**config.mk**
```make
export PLATFORM = sky130hd
export DESIGN_NAME = xor_descrambler
export DESIGN_NICKNAME = d
export VERILOG_FILES = /design/src/rtl/xor_descrambler_pkg.sv /design/src/rtl/xor_lfsr_adv16.sv /design/src/rtl/xor_descrambler.sv
export SDC_FILE = /design/constraint.sdc
export NUM_CORES = 1
export LEC_CHECK = 0
export ABC_CLOCK_PERIOD_IN_PS = 3900
export BUFFER_PORTS_ARGS = -buffer_cell sky130_fd_sc_hd__buf_4
export CAP_MARGIN = 40
export CORE_MARGIN = 2
export CORE_UTILIZATION = 56
export DETAILED_ROUTE_END_ITERATION = 12
export PLACE_DENSITY = 0.9
export SYNTH_ARGS = -nofsm -noshare
export SYNTH_HDL_FRONTEND = slang
export SYNTH_SLANG_ARGS = --single-unit
```
**constraint.sdc**
```tcl
create_clock -name clk -period 3.9 [get_ports clk]
set_clock_uncertainty 0.15 [all_clocks]
set_input_delay 0.585 -clock clk [delete_from_list [all_inputs] [get_ports clk]]
set_output_delay 0.585 -clock clk [all_outputs]
set_load 0.03 [all_outputs]
```
**src/rtl/xor_descrambler_pkg.sv**
```systemverilog
// Shared definitions for the 16-bit additive-LFSR descrambler and its scrambler twin.
// Holds the polynomial taps, the default seed, the state enum and the single-step LFSR function.
// Used by every file of the block through a package import.
package xor_descrambler_pkg;

   localparam int LFSR_W = 16;

   // Feedback taps of the keystream generator
   localparam int TAP_A = 15;
   localparam int TAP_B = 13;
   localparam int TAP_C = 12;
   localparam int TAP_D = 10;

   // Substituted for an all-zero seed so the LFSR never enters lock-up
   localparam logic [LFSR_W-1:0] DEFAULT_SEED = 16'hACE1;

   typedef enum logic {
      UNSEEDED = 1'b0,
      RUN      = 1'b1
   } state_e;

   // One LFSR step: shift left, feedback enters at bit 0
   function automatic logic [LFSR_W-1:0] lfsr_step(input logic [LFSR_W-1:0] s);
      logic fb;
      fb = s[TAP_A] ^ s[TAP_B] ^ s[TAP_C] ^ s[TAP_D];
      return {s[LFSR_W-2:0], fb};
   endfunction

endpackage

```
**src/rtl/xor_lfsr_adv16.sv**
```systemverilog
// Advances the keystream LFSR by a full 16-bit word in one cycle.
// Latency: purely combinational, zero cycles.
// Backpressure: none; the caller decides when the result is registered.
module xor_lfsr_adv16
   import xor_descrambler_pkg::*;
(
   input  logic [LFSR_W-1:0] state_in,
   output logic [LFSR_W-1:0] state_out
);

   // Unrolled chain of 16 single steps
   always_comb begin
      state_out = state_in;
      for (int i = 0; i < LFSR_W; i++) begin
         state_out = lfsr_step(state_out);
      end
   end

endmodule

```
**src/rtl/xor_descrambler.sv**
```systemverilog
// Recovers plaintext by XORing each accepted word with the LFSR state, then advancing it 16 steps.
// Latency: one cycle from input accept to registered out_valid/out_data.
// Backpressure: in_ready drops while the output is stalled, while unseeded, and in any seed-load cycle.
module xor_descrambler
   import xor_descrambler_pkg::*;
(
   input  logic              clk,
   input  logic              rst,
   input  logic              seed_load,
   input  logic [LFSR_W-1:0] seed,
   input  logic              in_valid,
   output logic              in_ready,
   input  logic [LFSR_W-1:0] in_data,
   output logic              out_valid,
   input  logic              out_ready,
   output logic [LFSR_W-1:0] out_data
);

   state_e            state_q,     state_d;
   logic [LFSR_W-1:0] lfsr_q,      lfsr_d;
   logic [LFSR_W-1:0] out_data_q,  out_data_d;
   logic              out_valid_q, out_valid_d;
   logic [LFSR_W-1:0] lfsr_adv;
   logic              accept;

   xor_lfsr_adv16 u_adv (
      .state_in  (lfsr_q),
      .state_out (lfsr_adv)
   );

   // A seed load blocks acceptance, so the key used by an accept is never the one being replaced
   assign in_ready  = (state_q == RUN) && !seed_load && (!out_valid_q || out_ready);
   assign accept    = in_valid && in_ready;
   assign out_valid = out_valid_q;
   assign out_data  = out_data_q;

   // Next-state: seeding owns the LFSR on load cycles, accepts own it otherwise
   always_comb begin
      state_d     = state_q;
      lfsr_d      = lfsr_q;
      out_data_d  = out_data_q;
      out_valid_d = out_valid_q;

      if (seed_load) begin
         state_d = RUN;
         lfsr_d  = (seed == '0) ? DEFAULT_SEED : seed;
      end

      // Output register: a fresh word replaces any drained one; otherwise a drain just clears valid
      if (accept) begin
         out_data_d  = in_data ^ lfsr_q;
         out_valid_d = 1'b1;
         lfsr_d      = lfsr_adv;
      end else if (out_valid_q && out_ready) begin
         out_valid_d = 1'b0;
      end
   end

   // State, keystream and output registers; reset clears any pending word immediately
   always_ff @(posedge clk or posedge rst) begin
      if (rst) begin
         state_q     <= UNSEEDED;
         lfsr_q      <= DEFAULT_SEED;
         out_data_q  <= '0;
         out_valid_q <= 1'b0;
      end else begin
         state_q     <= state_d;
         lfsr_q      <= lfsr_d;
         out_data_q  <= out_data_d;
         out_valid_q <= out_valid_d;
      end
   end

endmodule
```
==> flow_summary_export.csv, run 1 <==
group,metric,value,unit
logic_synthesis,ys_types,30,
critical_path,worst-path-buf-inv,2,
timing,slew-limit-headroom,43.1,%
critical_path,crit_top_cell,"buf_4",
placement,hpwl,3.42,mm
cts,clkSlewWorstSetupHoldPaths,0.10,ns
global_route,grt_max_degree,26,
critical_path,crit_path_cell_trace,"buf_4 -> nand4b_1 -> buf_4 -> nor2_1 -> o21ai_0 -> nand3_1",
logic_synthesis,synth.top_cells.by_area,"dfrtp_1 34%, xnor2_1 21%, dfstp_2 11%, o21ai_0 6.4%, nand2_1 5.8%",
die,die_w,62.9,µm
power,combPwrFrac,53.6,%
die,num_rows,21,
detailed_routing,antenna_left,0,
die,dieArea,3950,µm²
logic_synthesis,yosysTopAreaCellShare,33.5,%
final_layout,num_antenna_cells,0,
timing,hold_viol_final,0,
timing,drv_slew,0,
timing,setup_viol_count_final,0,
cts,clock_sinks,34,
critical_path,cp-start-kind,"input pin",
detailed_routing,num_vias,1609,
critical_path,critPathRequiredTime,4.03,ns
critical_path,cp.arrival,2.33,ns
critical_path,critical-path-top-delay-family,"simple AND/OR/NAND/NOR gates",
final_layout,nets,289,
logic_synthesis,synth_top_cell_by_area,"dfrtp_1",
logic_synthesis,ys_warn_count,0,
cts,tritoncts,"done",
global_route,grt_antenna_before_repair,0,
final_layout,fillers,258,
power,p_int,0.00106,W
global_route,grt_pass1_vias,1573,
final_layout,area_growth,26.4,%
global_route,track_usage,24.5,%
critical_path,cp_slowest_cell,"nand4b_1",
timing,finalSetupTns,0,ns
power,peakVddDrop,0.391,mV
critical_path,end_kind,"register",
critical_path,max_stage_delay,0.77,ns
critical_path,cp-startpoint,"seed_load",
logic_synthesis,netlist_instances,204,
timing,period_needed,2.20,ns
worst_hold_path,hp-class,"in2async",
critical_path,worstSetupPathType,"in2reg",
detailed_routing,post_drt_wl_per_cell,14.9,µm
logic_synthesis,syn_area_per_cell,9.52,µm²
placement,dp_cells,291,
cts,clk_latency,0.34,ns
cts,hold_buffers,0,
power,p_sw,0.000779,W
die,die_h,62.9,µm
logic_synthesis,ys_ff_latch,34,
cts,ctsResizeCount,0,
global_route,grt-ovfl-total,0,
timing,fmax,454,MHz
critical_path,crit_fanout,25,
power,p_sw_share,42.4,%
placement,gp_congestion,0.834,
detailed_routing,viasPerCell,5.38,
power,sequentialPowerShare,35.2,%
detailed_routing,wl,4.46,mm
timing,tightest_slew,0.848,ns
die,coreArea,3340,µm²
run_status,status,"finished clean",
cts,post_cts_buffers,0,
detailed_routing,drc,0,
logic_synthesis,netlist_area,1940,µm²
cts,root_buffer,"clkbuf_4",
critical_path,r2r-start,"out_valid$_DFFE_PP0P_",
final_layout,instances_no_fill,299,
job,drv_cap,0,
timing,fin_crit_sh,56.4,%
power,clkPwrFrac,11.2,%
logic_synthesis,seq_area_frac_synth,44.3,%
global_route,grt_pass1_wl,7.43,mm
detailed_routing,first_pass_iters,4,
final_layout,layout-drive-gt1-share,31.2,%
placement,io_buffers,54,
detailed_routing,first_iter_violations,68,
power,power_leakage,1.06,nW
cts,cts_max_level,2,
logic_synthesis,syn_nets,241,
timing,rsz0062_at_grt,"no",
cts,clockBufferDepth,2,
die,ios,55,
die,initial_core_util,58.2,%
power,power_density,749,nW/µm²
cts,cts_buffers,5,
## synth_stat cells
library cell   n
nand2_1       30
a22oi_1        1
xor2_2         2
xnor2_1       46
xor2_1         6
o221ai_1       7
a211oi_1       1
inv_1          3
dfrtp_1       26
clkbuf_1      17
o21ai_0       25
o22a_1         2
nand4b_1       1
and4b_1        1
nor2_1         9
o21a_1         1
buf_2          1
and3b_1        1
a221oi_2       1
or2_2          1
dfstp_2        8
nand2b_1       1
nor4_1         4
nand4_1        1
nand3_1        3
o32ai_1        1
and3_4         1
a21oi_1        1
nor2b_1        1
o21bai_1       1
## cells in the final DEF (no fill, tap or decap), types with 2 or more instances in the layout
master | netlist | routed
xor2_1 | 6 | 6
nand3_1 | 3 | 3
dfrtp_1 | 26 | 26
xnor2_1 | 46 | 46
o22a_1 | 2 | 2
nand2_1 | 30 | 30
clkbuf_4 | 0 | 5
buf_4 | 0 | 58
dfstp_2 | 8 | 8
nor2_1 | 9 | 9
nor4_1 | 4 | 4
o21ai_0 | 25 | 25
xor2_2 | 2 | 2
inv_1 | 3 | 3
o221ai_1 | 7 | 7
## cells by family (layout without fill, tap and decap cells)
family          after synthesis  after routing  share of synthesized area, %
simple gates                 54             54                          12.9
flops                        34             34                          44.3
xor+xnor                     54             54                          25.1
compound gates               41             41                          13.5
buf+inv                      21             70                          4.12
## worst paths after layout
| check | end | slack, ns | cells after the start |
|---|---|---|---|
| worst max-delay path | lfsr_q[9]$_DFFE_PP0P_ | 1.70 | 6 |
| worst min-delay path | out_data[6]$_DFFE_PP0P_ | 0.08 | 2 |
| worst max register to register | lfsr_q[9]$_DFFE_PP0P_ | 1.72 | 6 |
| worst min register to register | out_data[7]$_DFFE_PP0P_ | 0.34 | 2 |
| max in group asynchronous | lfsr_q[13]$_DFFE_PP1P_ | 2.83 | 4 |
| min in group clk | lfsr_q[9]$_DFFE_PP0P_ | 0.31 | 3 |
## per-layer routing
metal,GRT usage [%],up-vias,wire (µm)
met5,0,-,0
met4,6.94,0,51
met3,7.21,8,278
met2,42.4,49,2280
met1,29.5,777,1850
li1,-,775,-
## power groups by stage
stage | registers [W] | logic, W | clock network [W]
global route | 0.000664 | 0.00108 | 0.000231
global placement | 0.000643 | 0.000951 | 0
CTS | 0.000646 | 0.000990 | 0.000207
finish | 0.000646 | 0.000985 | 0.000206
floorplan | 0.000680 | 0.000707 | 0
detailed placement | 0.000654 | 0.000984 | 0
## state kept, by name (all words and copies together) (netlist names)
| name | count |
|---|---|
| lfsr_q | 16 |
| out_data | 16 |
| out_valid | 1 |
| state_q | 1 |
## through the flow
step | power, W | area, µm² | setup slack, ns | utilization, % | hold slack (ns)
6_report | 0.00184 | 2450 | 1.70 | 73.5 | 0.0842
5_1_grt | 0.00198 | 2450 | 1.51 | 73.5 | 0.0959
4_1_cts | 0.00184 | 2450 | 1.73 | 73.5 | 0.102
3_5_place_dp | 0.00164 | 2390 | 1.38 | 71.7 | 0.322
3_3_place_gp | 0.00159 | 2370 | 1.47 | 70.9 | 0.312
2_1_floorplan | 0.00139 | 1940 | 1.81 | - | 0.322
## layout make-up
type / count / area, µm² / area share [%]
Clock inverter: 1 / 5.00 / 0.204
Clock buffer: 7 / 55.1 / 2.24
Multi-Input combinational cell: 149 / 1000 / 40.8
Tap cell: 46 / 57.6 / 2.35
Timing Repair Buffer: 59 / 463 / 18.9
Sequential cell: 34 / 861 / 35.1
Inverter: 3 / 11.3 / 0.459
Note: power is estimated with default switching activity, not from simulation.
==> run 2, diff against run 1 <==
Settings changed: ABC_CLOCK_PERIOD_IN_PS 3900 to 2070, CORE_UTILIZATION 56 to 52, PLACE_DENSITY 0.9 to 0.85.
Clock period 3.9 ns to 2.07 ns, I/O delays scaled along.
==> run 2 against run 1 <==
  * Die area increased by 7.2%
  * Highest routed layer unchanged
  * Wire length decreased by 5.6%
  * Largest cell class unchanged
  * Final cell count increased by 1.0%
  * First-iteration DRC count increased by 66%
  * Via count decreased by 3.5%
  * Critical path depth decreased by 1
  * Critical path type is now reg2reg
  * Register-to-register slack got worse by 1.5 ns
  * Combinational power increased by 86%
  * Count of clock-buffer cells in the layout decreased by 1
==> flow_summary_export.csv, run 2 (synthesis results as in run 1) <==
group,metric,value,unit
global_route,grt_pass1_vias,1583,
power,power_leakage,1.07,nW
timing,setup_viol_count_final,0,
cts,clockBufferDepth,2,
critical_path,r2r-start,"lfsr_q[10]$_DFFE_PP1P_",
timing,hold_viol_final,0,
global_route,grt-ovfl-total,0,
critical_path,worstSetupPathType,"reg2reg",
final_layout,final_common_cell,"buf_4",
die,ios,55,
cts,tritoncts,"done",
worst_hold_path,hp-class,"in2reg",
critical_path,cp.arrival,1.91,ns
placement,gp_congestion,0.876,
detailed_routing,wl,4.21,mm
cts,root_buffer,"clkbuf_8",
power,peakVddDrop,0.636,mV
critical_path,worst-path-buf-inv,0,
worst_hold_path,hp-start,"seed[8]",
critical_path,max_stage_delay,0.60,ns
detailed_routing,post_drt_wl_per_cell,13.9,µm
power,power_density,1420,nW/µm²
cts,post_cts_buffers,0,
global_route,grt_antenna_before_repair,0,
final_layout,area_growth,27.1,%
cts,clkSlewWorstSetupHoldPaths,0.07,ns
worst_hold_path,hold_depth,3,
critical_path,critical-path-top-delay-family,"XOR/XNOR gates",
worst_hold_path,hold_path_end,"lfsr_q[8]$_DFFE_PP0P_",
timing,tightest_slew,0.437,ns
die,coreArea,3630,µm²
detailed_routing,drc,0,
timing,fin_ws,0.207,ns
critical_path,crit_top_cell,"xor2_2",
detailed_routing,viasPerCell,5.14,
detailed_routing,first_iter_violations,113,
die,num_rows,22,
final_layout,num_antenna_cells,0,
power,power.total,0.00351,W
placement,placed_area,2380,µm²
job,drv_cap,0,
final_layout,final_cell_mix,"59 x buf_4, 46 x xnor2_1, 30 x nand2_1",
timing,finalSetupTns,0,ns
timing,drv_slew,0,
timing,slew-limit-headroom,70.6,%
cts,cts_max_level,2,
critical_path,crit_fanout,4,
run_status,status,"finished clean",
detailed_routing,first_pass_iters,4,
critical_path,end_kind,"register",
global_route,grt_pass1_wl,7.32,mm
placement,io_buffers,54,
final_layout,final_area,2470,µm²
critical_path,critPathRequiredTime,2.12,ns
detailed_routing,num_vias,1552,
die,die_w,65.1,µm
critical_path,reg2reg_depth,5,
critical_path,cp-start-kind,"register",
detailed_routing,antenna_left,0,
critical_path,r2r_slack,0.21,ns
global_route,track_usage,22.8,%
timing,fin_crit_sh,90.0,%
placement,dp_slack,0.212,ns
timing,period_needed,1.86,ns
die,dieArea,4240,µm²
timing,fmax,537,MHz
critical_path,cp_slowest_cell,"dfstp_2",
cts,cts_buffers,5,
final_layout,nets,290,
global_route,grt_max_degree,35,
critical_path,r2r_end,"lfsr_q[1]$_DFFE_PP0P_",
cts,clk_latency,0.29,ns
critical_path,crit_path_cell_trace,"xor2_2 -> xor2_2 -> xnor2_1 -> o21bai_1 -> a221oi_2",
die,die_h,65.1,µm
cts,clock_sinks,34,
die,initial_core_util,53.4,%
final_layout,layout-drive-gt1-share,31.1,%
placement,hpwl,3.15,mm
timing,rsz0062_at_grt,"no",
## run 2: cell count changes in the layout (fill, tap and decap cells not counted)
cell / delta
clkbuf_4: -5
clkbuf_8: +4
buf_16: -1
buf_4: +1
clkinv_2: +1
dlygate4sd3_1: +1
## run 2: layout make-up
| class | instances | area [µm²] |
|---|---|---|
| inverter | 3 | 11.3 |
| timing repair buffer | 60 | 453 |
| clock buffer | 6 | 72.6 |
| sequential | 34 | 861 |
| multi-input combinational | 149 | 1000 |
| clock inverter | 2 | 10.0 |
| fill | 306 | 1160 |
| tap | 48 | 60.1 |
## run 2: per-stage QoR
step	cells	hold WS, ns	utilization [%]
after CTS	302	0.0874	67.9
after floorplan	204	0.280	-
final	302	0.0919	67.9
after detailed placement	293	0.288	65.4
after global placement	293	0.281	65.4
after global routing	302	0.102	67.9
## run 2: worst max-delay path by stage
stage,to,cells past startpoint,startpoint,slack (ns)
finish,lfsr_q[1]$_DFFE_PP0P_,5,lfsr_q[10]$_DFFE_PP1P_,0.21
global route,lfsr_q[2]$_DFFE_PP0P_,5,lfsr_q[8]$_DFFE_PP0P_,0.08
CTS,lfsr_q[1]$_DFFE_PP0P_,5,lfsr_q[10]$_DFFE_PP1P_,0.21
detailed placement,lfsr_q[1]$_DFFE_PP0P_,5,lfsr_q[10]$_DFFE_PP1P_,0.21
global placement,lfsr_q[1]$_DFFE_PP0P_,5,lfsr_q[7]$_DFFE_PP1P_,0.27
floorplan,lfsr_q[10]$_DFFE_PP1P_,6,out_valid$_DFFE_PP0P_,0.28
## run 2: metal layers
layer	track usage (%)	vias up	part of all wire, %	routed length [µm]
li1	-	778	-	-
met1	30.7	721	46	1930
met2	36.3	44	48	2000
met3	3.77	9	4.2	175
met4	10.7	0	2.3	96
met5	0	-	0	0
## run 2: power breakdown
part	internal, W	switching [W]	total, W
sequential	0.000926	0.000288	0.00121
combinational	0.000901	0.000925	0.00183
clock	0.000233	0.000236	0.000469
## run 2: repair_timing
action                    4_1_cts  5_1_grt
hold buffers                    1        0
hold endpoints to repair       26        0
resized for setup               0        0
## run 2: tightest hold or removal path, stage by stage
cell,delay [ns]
buf_4,0.08
nand2_1,0.04
nand3_1,0.06
